===== config.mk =====
export PLATFORM = sky130hd
export DESIGN_NAME = tof_sample_collector
export DESIGN_NICKNAME = d
export VERILOG_FILES = /design/src/rtl/tof_sample_collector.sv
export SDC_FILE = /design/constraint.sdc
export NUM_CORES = 1
export LEC_CHECK = 0
export BUFFER_PORTS_ARGS = -buffer_cell sky130_fd_sc_hd__buf_2
export CAP_MARGIN = 20
export CORE_MARGIN = 8
export CORE_UTILIZATION = 40
export CTS_CLUSTER_SIZE = 14
export DETAILED_ROUTE_END_ITERATION = 8
export PLACE_DENSITY = 0.68
export SLEW_MARGIN = 0
export SYNTH_ARGS = -nofsm -noshare
export SYNTH_HDL_FRONTEND = slang
export SYNTH_SLANG_ARGS = --single-unit

===== constraint.sdc =====
create_clock -name clk -period 4.9 [get_ports clk]
set_clock_uncertainty 0.15 [all_clocks]
set_input_delay 0 -clock clk [delete_from_list [all_inputs] [get_ports clk]]
set_output_delay 0 -clock clk [all_outputs]
set_load 0.03 [all_outputs]

===== src/rtl/tof_sample_collector.sv =====
// ---------------------------------------------------------------------------
// tof_sample_collector
//
// Sits behind the 8-channel ToF I2C comm block. Watches the per-sensor
// sample-pending flags, steers the comm block's sensor select round-robin
// to each pending sensor, captures the muxed {sensor_index, distance} word,
// tags it with the channel number and queues it in a small
// first-word-fall-through FIFO that drains over a valid/ready stream.
//
// Parameters:
//   FIFO_DEPTH    - number of 25-bit FIFO entries (power of two, 2..64)
//   SETTLE_CYCLES - clk cycles between applying a new select and sampling
//                   data_in (1..15)
//
// Ports:
//   clk        in   system clock
//   reset      in   synchronous, active-high reset
//   enable     in   1 = collector runs; 0 = park in IDLE after any capture
//   ready_in   in   [7:0]  per-sensor sample-pending flags (bit i = sensor i)
//   data_in    in   [21:0] {sensor_index[5:0], distance[15:0]} of selected sensor
//   tof_index  out  [2:0]  sensor select toward the comm block
//   m_data     out  [24:0] {channel[2:0], sensor_index[5:0], distance[15:0]}
//   m_valid    out  FIFO non-empty
//   m_ready    in   downstream accept
//   fifo_level out  [log2(FIFO_DEPTH):0] current occupancy
//   drop_count out  [7:0]  saturating count of samples lost to a full FIFO
//   busy       out  FSM is in SELECT, SETTLE or CAPTURE
// ---------------------------------------------------------------------------
module tof_sample_collector #(
  parameter int FIFO_DEPTH    = 8,
  parameter int SETTLE_CYCLES = 1
) (
  input  logic                          clk,
  input  logic                          reset,
  input  logic                          enable,
  input  logic [7:0]                    ready_in,
  input  logic [21:0]                   data_in,
  output logic [2:0]                    tof_index,
  output logic [24:0]                   m_data,
  output logic                          m_valid,
  input  logic                          m_ready,
  output logic [$clog2(FIFO_DEPTH):0]   fifo_level,
  output logic [7:0]                    drop_count,
  output logic                          busy
);

  localparam int AW = $clog2(FIFO_DEPTH);
  localparam int LW = AW + 1;
  localparam logic [LW-1:0] FULL_LEVEL  = LW'(FIFO_DEPTH);
  localparam logic [3:0]    SETTLE_LAST = 4'(SETTLE_CYCLES - 1);

  typedef enum logic [1:0] {
    ST_IDLE    = 2'd0,
    ST_SELECT  = 2'd1,
    ST_SETTLE  = 2'd2,
    ST_CAPTURE = 2'd3
  } state_t;

  state_t        state_r;
  state_t        state_next_s;
  logic [2:0]    tof_index_r;
  logic [2:0]    tof_index_next_s;
  logic [3:0]    settle_cnt_r;
  logic [3:0]    settle_cnt_next_s;
  logic [2:0]    pick_s;

  logic [24:0]   mem_r [FIFO_DEPTH];
  logic [AW-1:0] wr_ptr_r;
  logic [AW-1:0] rd_ptr_r;
  logic [LW-1:0] level_r;
  logic [LW-1:0] level_next_s;
  logic [7:0]    drop_count_r;
  logic          m_valid_r;
  logic          busy_r;

  logic          full_s;
  logic          capture_s;
  logic          push_s;
  logic          pop_s;
  logic          drop_s;

  // Round-robin pick: first set request scanning origin, origin+1, ...
  // modulo 8. The loop walks from the farthest candidate down to the origin
  // so the nearest set request is the one that sticks.
  function automatic logic [2:0] rr_pick(input logic [7:0] req,
                                         input logic [2:0] origin);
    logic [2:0] cand;
    logic [2:0] pick;
    pick = origin;
    for (int k = 7; k >= 0; k--) begin
      cand = origin + 3'(k);
      if (req[cand]) begin
        pick = cand;
      end else begin
        pick = pick;
      end
    end
    return pick;
  endfunction

  // Next-state logic for the select / settle / capture sequencer.
  always_comb begin
    state_next_s      = state_r;
    tof_index_next_s  = tof_index_r;
    settle_cnt_next_s = settle_cnt_r;
    pick_s            = rr_pick(ready_in, tof_index_r);
    case (state_r)
      ST_IDLE: begin
        settle_cnt_next_s = 4'd0;
        if (enable && (ready_in != 8'd0)) begin
          // The parked index is checked first: a sample landing on it is
          // only visible for one cycle, and its select is already applied.
          if (pick_s == tof_index_r) begin
            state_next_s = ST_SETTLE;
          end else begin
            tof_index_next_s = pick_s;
            state_next_s     = ST_SELECT;
          end
        end else begin
          state_next_s = ST_IDLE;
        end
      end
      ST_SELECT: begin
        settle_cnt_next_s = 4'd0;
        state_next_s      = ST_SETTLE;
      end
      ST_SETTLE: begin
        // Committed once here: the flag may already have cleared upstream.
        if (settle_cnt_r == SETTLE_LAST) begin
          state_next_s = ST_CAPTURE;
        end else begin
          settle_cnt_next_s = settle_cnt_r + 4'd1;
        end
      end
      ST_CAPTURE: begin
        // tof_index stays parked on the captured sensor, so the next search
        // starts here and (its flag being cleared) effectively at index+1.
        state_next_s = ST_IDLE;
      end
      default: begin
        state_next_s = ST_IDLE;
      end
    endcase
  end

  // Sequencer state, sensor select and settle counter registers.
  always_ff @(posedge clk) begin
    if (reset) begin
      state_r      <= ST_IDLE;
      tof_index_r  <= 3'd0;
      settle_cnt_r <= 4'd0;
    end else begin
      state_r      <= state_next_s;
      tof_index_r  <= tof_index_next_s;
      settle_cnt_r <= settle_cnt_next_s;
    end
  end

  // FIFO control: push is decided on the pre-pop full flag, so a full FIFO
  // always drops and never sees a simultaneous push and pop.
  always_comb begin
    full_s    = (level_r == FULL_LEVEL);
    capture_s = (state_r == ST_CAPTURE);
    push_s    = capture_s && !full_s;
    drop_s    = capture_s && full_s;
    pop_s     = m_valid_r && m_ready;
    case ({push_s, pop_s})
      2'b10:   level_next_s = level_r + LW'(1);
      2'b01:   level_next_s = level_r - LW'(1);
      default: level_next_s = level_r;
    endcase
  end

  // FIFO storage and pointers; pointers wrap naturally at the power-of-two
  // depth and the level register tells full from empty.
  always_ff @(posedge clk) begin
    if (reset) begin
      for (int i = 0; i < FIFO_DEPTH; i++) begin
        mem_r[i] <= 25'd0;
      end
      wr_ptr_r <= '0;
      rd_ptr_r <= '0;
      level_r  <= '0;
    end else begin
      if (push_s) begin
        mem_r[wr_ptr_r] <= {tof_index_r, data_in};
        wr_ptr_r        <= wr_ptr_r + AW'(1);
      end
      if (pop_s) begin
        rd_ptr_r <= rd_ptr_r + AW'(1);
      end
      level_r <= level_next_s;
    end
  end

  // Saturating drop counter for samples lost to a full FIFO.
  always_ff @(posedge clk) begin
    if (reset) begin
      drop_count_r <= 8'd0;
    end else if (drop_s && (drop_count_r != 8'hFF)) begin
      drop_count_r <= drop_count_r + 8'd1;
    end else begin
      drop_count_r <= drop_count_r;
    end
  end

  // Status flags registered from next-state values so they line up with
  // the state and level registers they describe.
  always_ff @(posedge clk) begin
    if (reset) begin
      m_valid_r <= 1'b0;
      busy_r    <= 1'b0;
    end else begin
      m_valid_r <= (level_next_s != '0);
      busy_r    <= (state_next_s != ST_IDLE);
    end
  end

  assign tof_index  = tof_index_r;
  assign m_data     = mem_r[rd_ptr_r];
  assign m_valid    = m_valid_r;
  assign fifo_level = level_r;
  assign drop_count = drop_count_r;
  assign busy       = busy_r;

endmodule

# ---- Yosys cells after proc, flatten, opt, wreduce, memory -nomap -nowiden
# Memory sizes are Yosys's and may differ from the RTL's. A register that Yosys moved wholly into a read port is not among the register bits.
# Index checks and enable logic that the tools add are counted.
dict set report classes {
  n_mux 41
  eq_ne 9
  order_cmp 8
  bitwise_logic 1
  n_addsub 13
  reduce_logical 16
}
# operator count
set ops {}
lappend ops {{2-to-1 mux 3 bit} 11}
lappend ops {{< comparator 3 x 4 -> 1 bit, second input constant} 8}
lappend ops {{2-to-1 mux 25 bit} 1}
lappend ops {{OR reduction 25 bit} 1}
lappend ops {{binary-select mux 1 bit (select 3 bit)} 8}
lappend ops {{case mux 4 bit (2 select lines)} 2}
lappend ops {{2-to-1 mux 1 bit} 14}
lappend ops {{adder 3 bit, second input constant} 4}
lappend ops {{adder 3 x 1 -> 3 bit, second input constant} 3}
lappend ops {{adder 4 x 1 -> 4 bit, second input constant} 2}
lappend ops {{adder 8 x 1 -> 8 bit, second input constant} 1}
lappend ops {{!= test 8 bit, second input constant} 1}
lappend ops {{case mux 2 bit (4 select lines)} 1}
lappend ops {{nonzero test 8 bit} 1}
lappend ops {{adder 3 x 2 -> 3 bit, second input constant} 2}
lappend ops {{== test 2 bit, second input constant} 3}
lappend ops {{2-to-1 mux 2 bit} 3}
lappend ops {{logical AND 1 bit} 5}
lappend ops {{== test 2 x 1 -> 1 bit, second input constant} 2}
lappend ops {{== test 4 bit, second input constant} 1}
lappend ops {{logical NOT 4 bit} 1}
lappend ops {{2-to-1 mux 4 bit} 1}
lappend ops {{nonzero test 2 bit} 2}
lappend ops {{nonzero test 4 bit} 1}
lappend ops {{other kinds (9)} 9}
dict set report word_totals {
  reg_bits 29
  inputBits 34
  n_memories 1
  mem_bits_rw 200
  elab_cells 98
}
# name words width read_ports rd_clocked_by_memory_dff wr line
set mem_list {}
lappend mem_list {mem_r 8 25 1 1 8 67} ;# logic [24:0] mem_r [FIFO_DEPTH];

# ---- Depth between registers and ports, before layout
dict set report depth {
  depth_word 16
  mapped_depth 14
}

# ---- Worst setup path after synthesis
# Ideal clock, no wire load.
dict set report synth_timing {
  path_type {register -> register}
  from {reg level_r[0] (netlist: fifo_level[0])}
  to {mem mem_r[6][0], enable pin}
  setup_time_ns 0.442
  t_required_ns 4.308
  arrival_time_ns 3.471
  synth_period_minus_slack_ns 4.063
  path_stages_with_launch 8
  setup_slack_ns 0.837
  cell_sequence {dfxtp_1 inv_1 and3_1 nand2b_1 clkbuf_1 or3_1 clkbuf_1 o21ai_0}
}
# element line
set synth_lines {}
lappend synth_lines {{start: declaration} 70} ;# logic [LW-1:0] level_r;
lappend synth_lines {{start signal: assignment} 192} ;# level_r <= level_next_s;
lappend synth_lines {{end: declaration} 67}

# ---- Worst setup path in the final report
dict set report layout_timing {
  from {reg tof_index_r[1] (netlist: tof_index[1])}
  to {reg state_r[1]}
}
dict set report layout_via {
  elab_chain_len 15
  word_cells_on_any_way 35
}
# element line
set layout_lines {}
lappend layout_lines {{start: declaration} 61} ;# logic [2:0] tof_index_r;
lappend layout_lines {{start signal: assignment} 154} ;# tof_index_r <= tof_index_next_s;
lappend layout_lines {{adder 3 bit} 91} ;# cand = origin + 3'(k);
lappend layout_lines {{binary-select mux 1 bit (select 3 bit)} 92} ;# if (req[cand]) begin
lappend layout_lines {{2-to-1 mux 1 bit (implied by the code)} 92}
lappend layout_lines {{2-to-1 mux 3 bit (8 in a row)} 92}
lappend layout_lines {{== test 3 bit *} 113} ;# if (pick_s == tof_index_r) begin
lappend layout_lines {{2-to-1 mux 2 bit *} 113}
lappend layout_lines {{2-to-1 mux 2 bit *} 110} ;# if (enable && (ready_in != 8'd0)) begin
lappend layout_lines {{case mux 2 bit (4 select lines) *} 107} ;# case (state_r)
lappend layout_lines {{end signal: assignment} 153} ;# state_r <= state_next_s;
lappend layout_lines {{end: declaration} 59} ;# state_t state_r;
# Every way passes the cells marked *; elsewhere a longest branch is shown, timed or not. The select of a mux whose other input is x is not followed.
# A chain may end at the register's enable or synchronous reset.

==> key figures <==
Timing
  • Final period util: between 80% and 90%
  • Max transition margin: approximately 40%
  • FMAX: ~0.25 GHz
  • Final setup viols: 0
  • Crit path time final: about 4 ns
  • Final WS setup: approximately 0.86 ns
  • Slew Viols, Final: 0
  • Slew @ Worst Pin: around 0.9 ns
  • RSZ-0062 raised after global routing: no
  • Hold Violations, Final: 0
  • TNS Setup: 0 ns

CTS
  • Root Buffer: clkbuf_16
  • Clock Sink Count: 232
  • CTS Buffer Depth: 3
  • Postcts setup bufs: 0
  • H-Tree Depth: 1
  • Clk Latency, worst-skew pair: around 0.53 ns
  • CTS tree: yes
  • Cts repair resizes: 0
  • Worst-path clk slew: 0.06 ns
  • Total CTS buffers: 25
  • Hold-fix buffers, CTS: 26

Critical path
  • Worst Setup End Kind: register
  • Worst setup path category: register to register
  • Crit start category: register
  • Worst EP arrival: between 4 and 5 ns
  • Req. time, crit path: approximately 5.2 ns
  • Worst-path fanout max: 21

Job
  • Max cap viols: 0

Routing
  • DRC: 0
  • Via count: just under 7000
  • First-pass iteration count of the detailed router: 4
  • Final wirelength: around 26000 um
  • DR vias/cell: ~5.2
  • Iteration-0 DRC Markers: roughly 400
  • Post-route ant nets: 0
  • Wire length per cell: around 20 um

Die
  • Die Ht: about 190 um
  • # IOs: 76
  • Num rows: a little over 60
  • Overall die area: 34310 um^2
  • Initial core utilization: between 40% and 50%
  • Core Area: about 28000 um^2
  • Die W: 185.2 um

Cells and area
  • Multi-input gate area: about 4500 um^2
  • N_diodes: 0
  • Synth-to-layout area growth: 16.62%
  • Fill count: 2514
  • Share of cells above drive strength 1: a little over a quarter
  • Most common cell after layout, fill and taps aside: edfxtp_1
  • Commonest non-fill, non-tap cells in the layout: edfxtp_1 (200), and2_1 (178), buf_2 (75)
  • Final Util: between 40 and 50%
  • NumNets Final: about 950
  • Sequential cell area: between 6000 and 7000 um^2

Logic synthesis
  • Yosys warning count: 0
  • Syn Area/Cell: approximately 14 um^2
  • Post-synthesis sequential area ratio: around 58%
  • Post-Synth Simple-Gate Area: 15.06%
  • Post-synth EDFFs: 200
  • Multiplexer share of the synthesized area: approximately 18%
  • Distinct cells, synth: 56
  • Yosys top cell by area: edfxtp_1
  • Post-synthesis async set-or-reset flop share: 0%
  • Synthesized area: between 10000 and 15000 um^2
  • Net count after synthesis: 870
  • XOR/XNOR share of the synthesized area: about 1.3%
  • Dominant combinational cell family by area after synthesis: multiplexers
  • Primary FF master, synth: edfxtp_1
  • Main area contributors after synthesis: edfxtp_1 (52%), mux4_2 (12%), and2_1 (9.7%)
  • Yosys top cell area share: 52.42%
  • Synth Area in Compound Gates: 3.451%
  • Post-Syn Instances: approximately 820
  • Adder-Cell Fraction of Synth Area: about 1.6%
  • Number of synthesized register bits: 232

Power
  • Power per cell area: ~420 nW/um^2
  • Peak VDD IR: roughly 0.25 mV
  • Leak: 4.926 nW

Global route
  • Remaining global-route overflow: 0
  • Initial antenna violation count: 1
  • Global Route Usage Sum: ~15%
  • First-pass GRT wire length: roughly 41000 um
  • Vias in the first global route: 7132
  • Largest net degree at the start of global routing: between 50 and 60

Status
  • Outcome: finished, final reports clean

Min path
  • Worst hold-check path type: input port to register

Place
  • Post-DP HPWL: 15300 um
  • Pre-CTS setup slack: about 0.86 ns
  • Number of port buffers: 75
  • Gp weighted congestion: 0.8534
[sequential cells by signal (all words and copies together) (netlist names), named ones only]
| signal | flops |
|---|---|
| busy | 1 |
| tof_index | 3 |
| drop_count | 8 |
| fifo_level | 4 |
| m_valid | 1 |
| settle_cnt_r | 4 |
| state_r | 2 |
| mem_r | 200 |
| rd_ptr_r | 3 |
| wr_ptr_r | 3 |
[final timing paths]
path / from / end / slack [ns] / cells after the start
setup / recovery: tof_index[1] / state_r[1] / 0.86 / 9
hold / removal: ready_in[6] / busy / 0.08 / 5
setup reg to reg: tof_index[1] / state_r[1] / 0.86 / 9
hold reg to reg: settle_cnt_r[2] / settle_cnt_r[2] / 0.35 / 2
[synthesized netlist by cell type, drive strengths merged, types with 5 or more instances]
cell / instances
nand2b: 5
xor2: 11
ha: 13
nand3: 6
nor4: 10
and2: 178
dfxtp: 32
nor2: 39
o21ai: 15
mux2i: 13
mux2: 38
clkbuf: 55
edfxtp: 200
nor3: 22
a21oi: 20
mux4: 64
buf: 9
nand2: 21
inv: 16
xnor2: 6
[through the flow]
stage	hold slack (ns)	total power [mW]	area (um^2)	instances
CTS	0.04626	5.625	13330	1306
floorplan	0.04815	3.437	11460	822
global route	0.1542	5.837	13360	1307
global placement	0.2127	3.705	12250	1235
finish	0.08122	5.591	13360	1307
detailed placement	0.2140	3.722	12250	1235
[cell type report]
type	count	area share [%]
clock inverters	10	0.8709
flip-flops and latches	232	49.78
repair buffers	120	6.162
clock buffers	35	5.319
multi-input cells	509	33.80
inverters	17	0.4776
well taps	384	3.596
[worst max-delay path, cell delays in order, from the launching register on]
cell and delay, ns:
dfxtp_1 0.75, inv_1 0.38, ha_1 0.91, mux2_2 0.42
mux4_2 0.52, a211oi_2 0.28, nor4_1 0.10, nand2_1 0.08
o211ai_1 0.11, o32ai_2 0.25
[kinds of logic (layout without fill, tap and decap cells)]
family                   count (synthesis)  count (layout)
buffers and inverters                   81             182
flip-flops                             232             232
AND/OR/NAND/NOR                        303             303
XOR/XNOR                                17              17
AO/OA/AOI/OAI                           60              60
adder cells (fa/ha/maj)                 14              14
multiplexers                           115             115
[where the power goes]
group | total (mW) | switching (mW) | internal [mW]
logic | 1.39 | 0.752 | 0.641
clock network | 1.89 | 0.766 | 1.12
registers | 2.31 | 0.0783 | 2.23
[layer usage]
layer	vias up	track usage (%)	wire length [um]
li1	3212	-	-
met4	2	3.329	499
met1	3414	20.14	11290
met3	34	2.491	1352
met2	191	26.52	13050
met5	-	0	12
(Power assumes the default switching activity.)
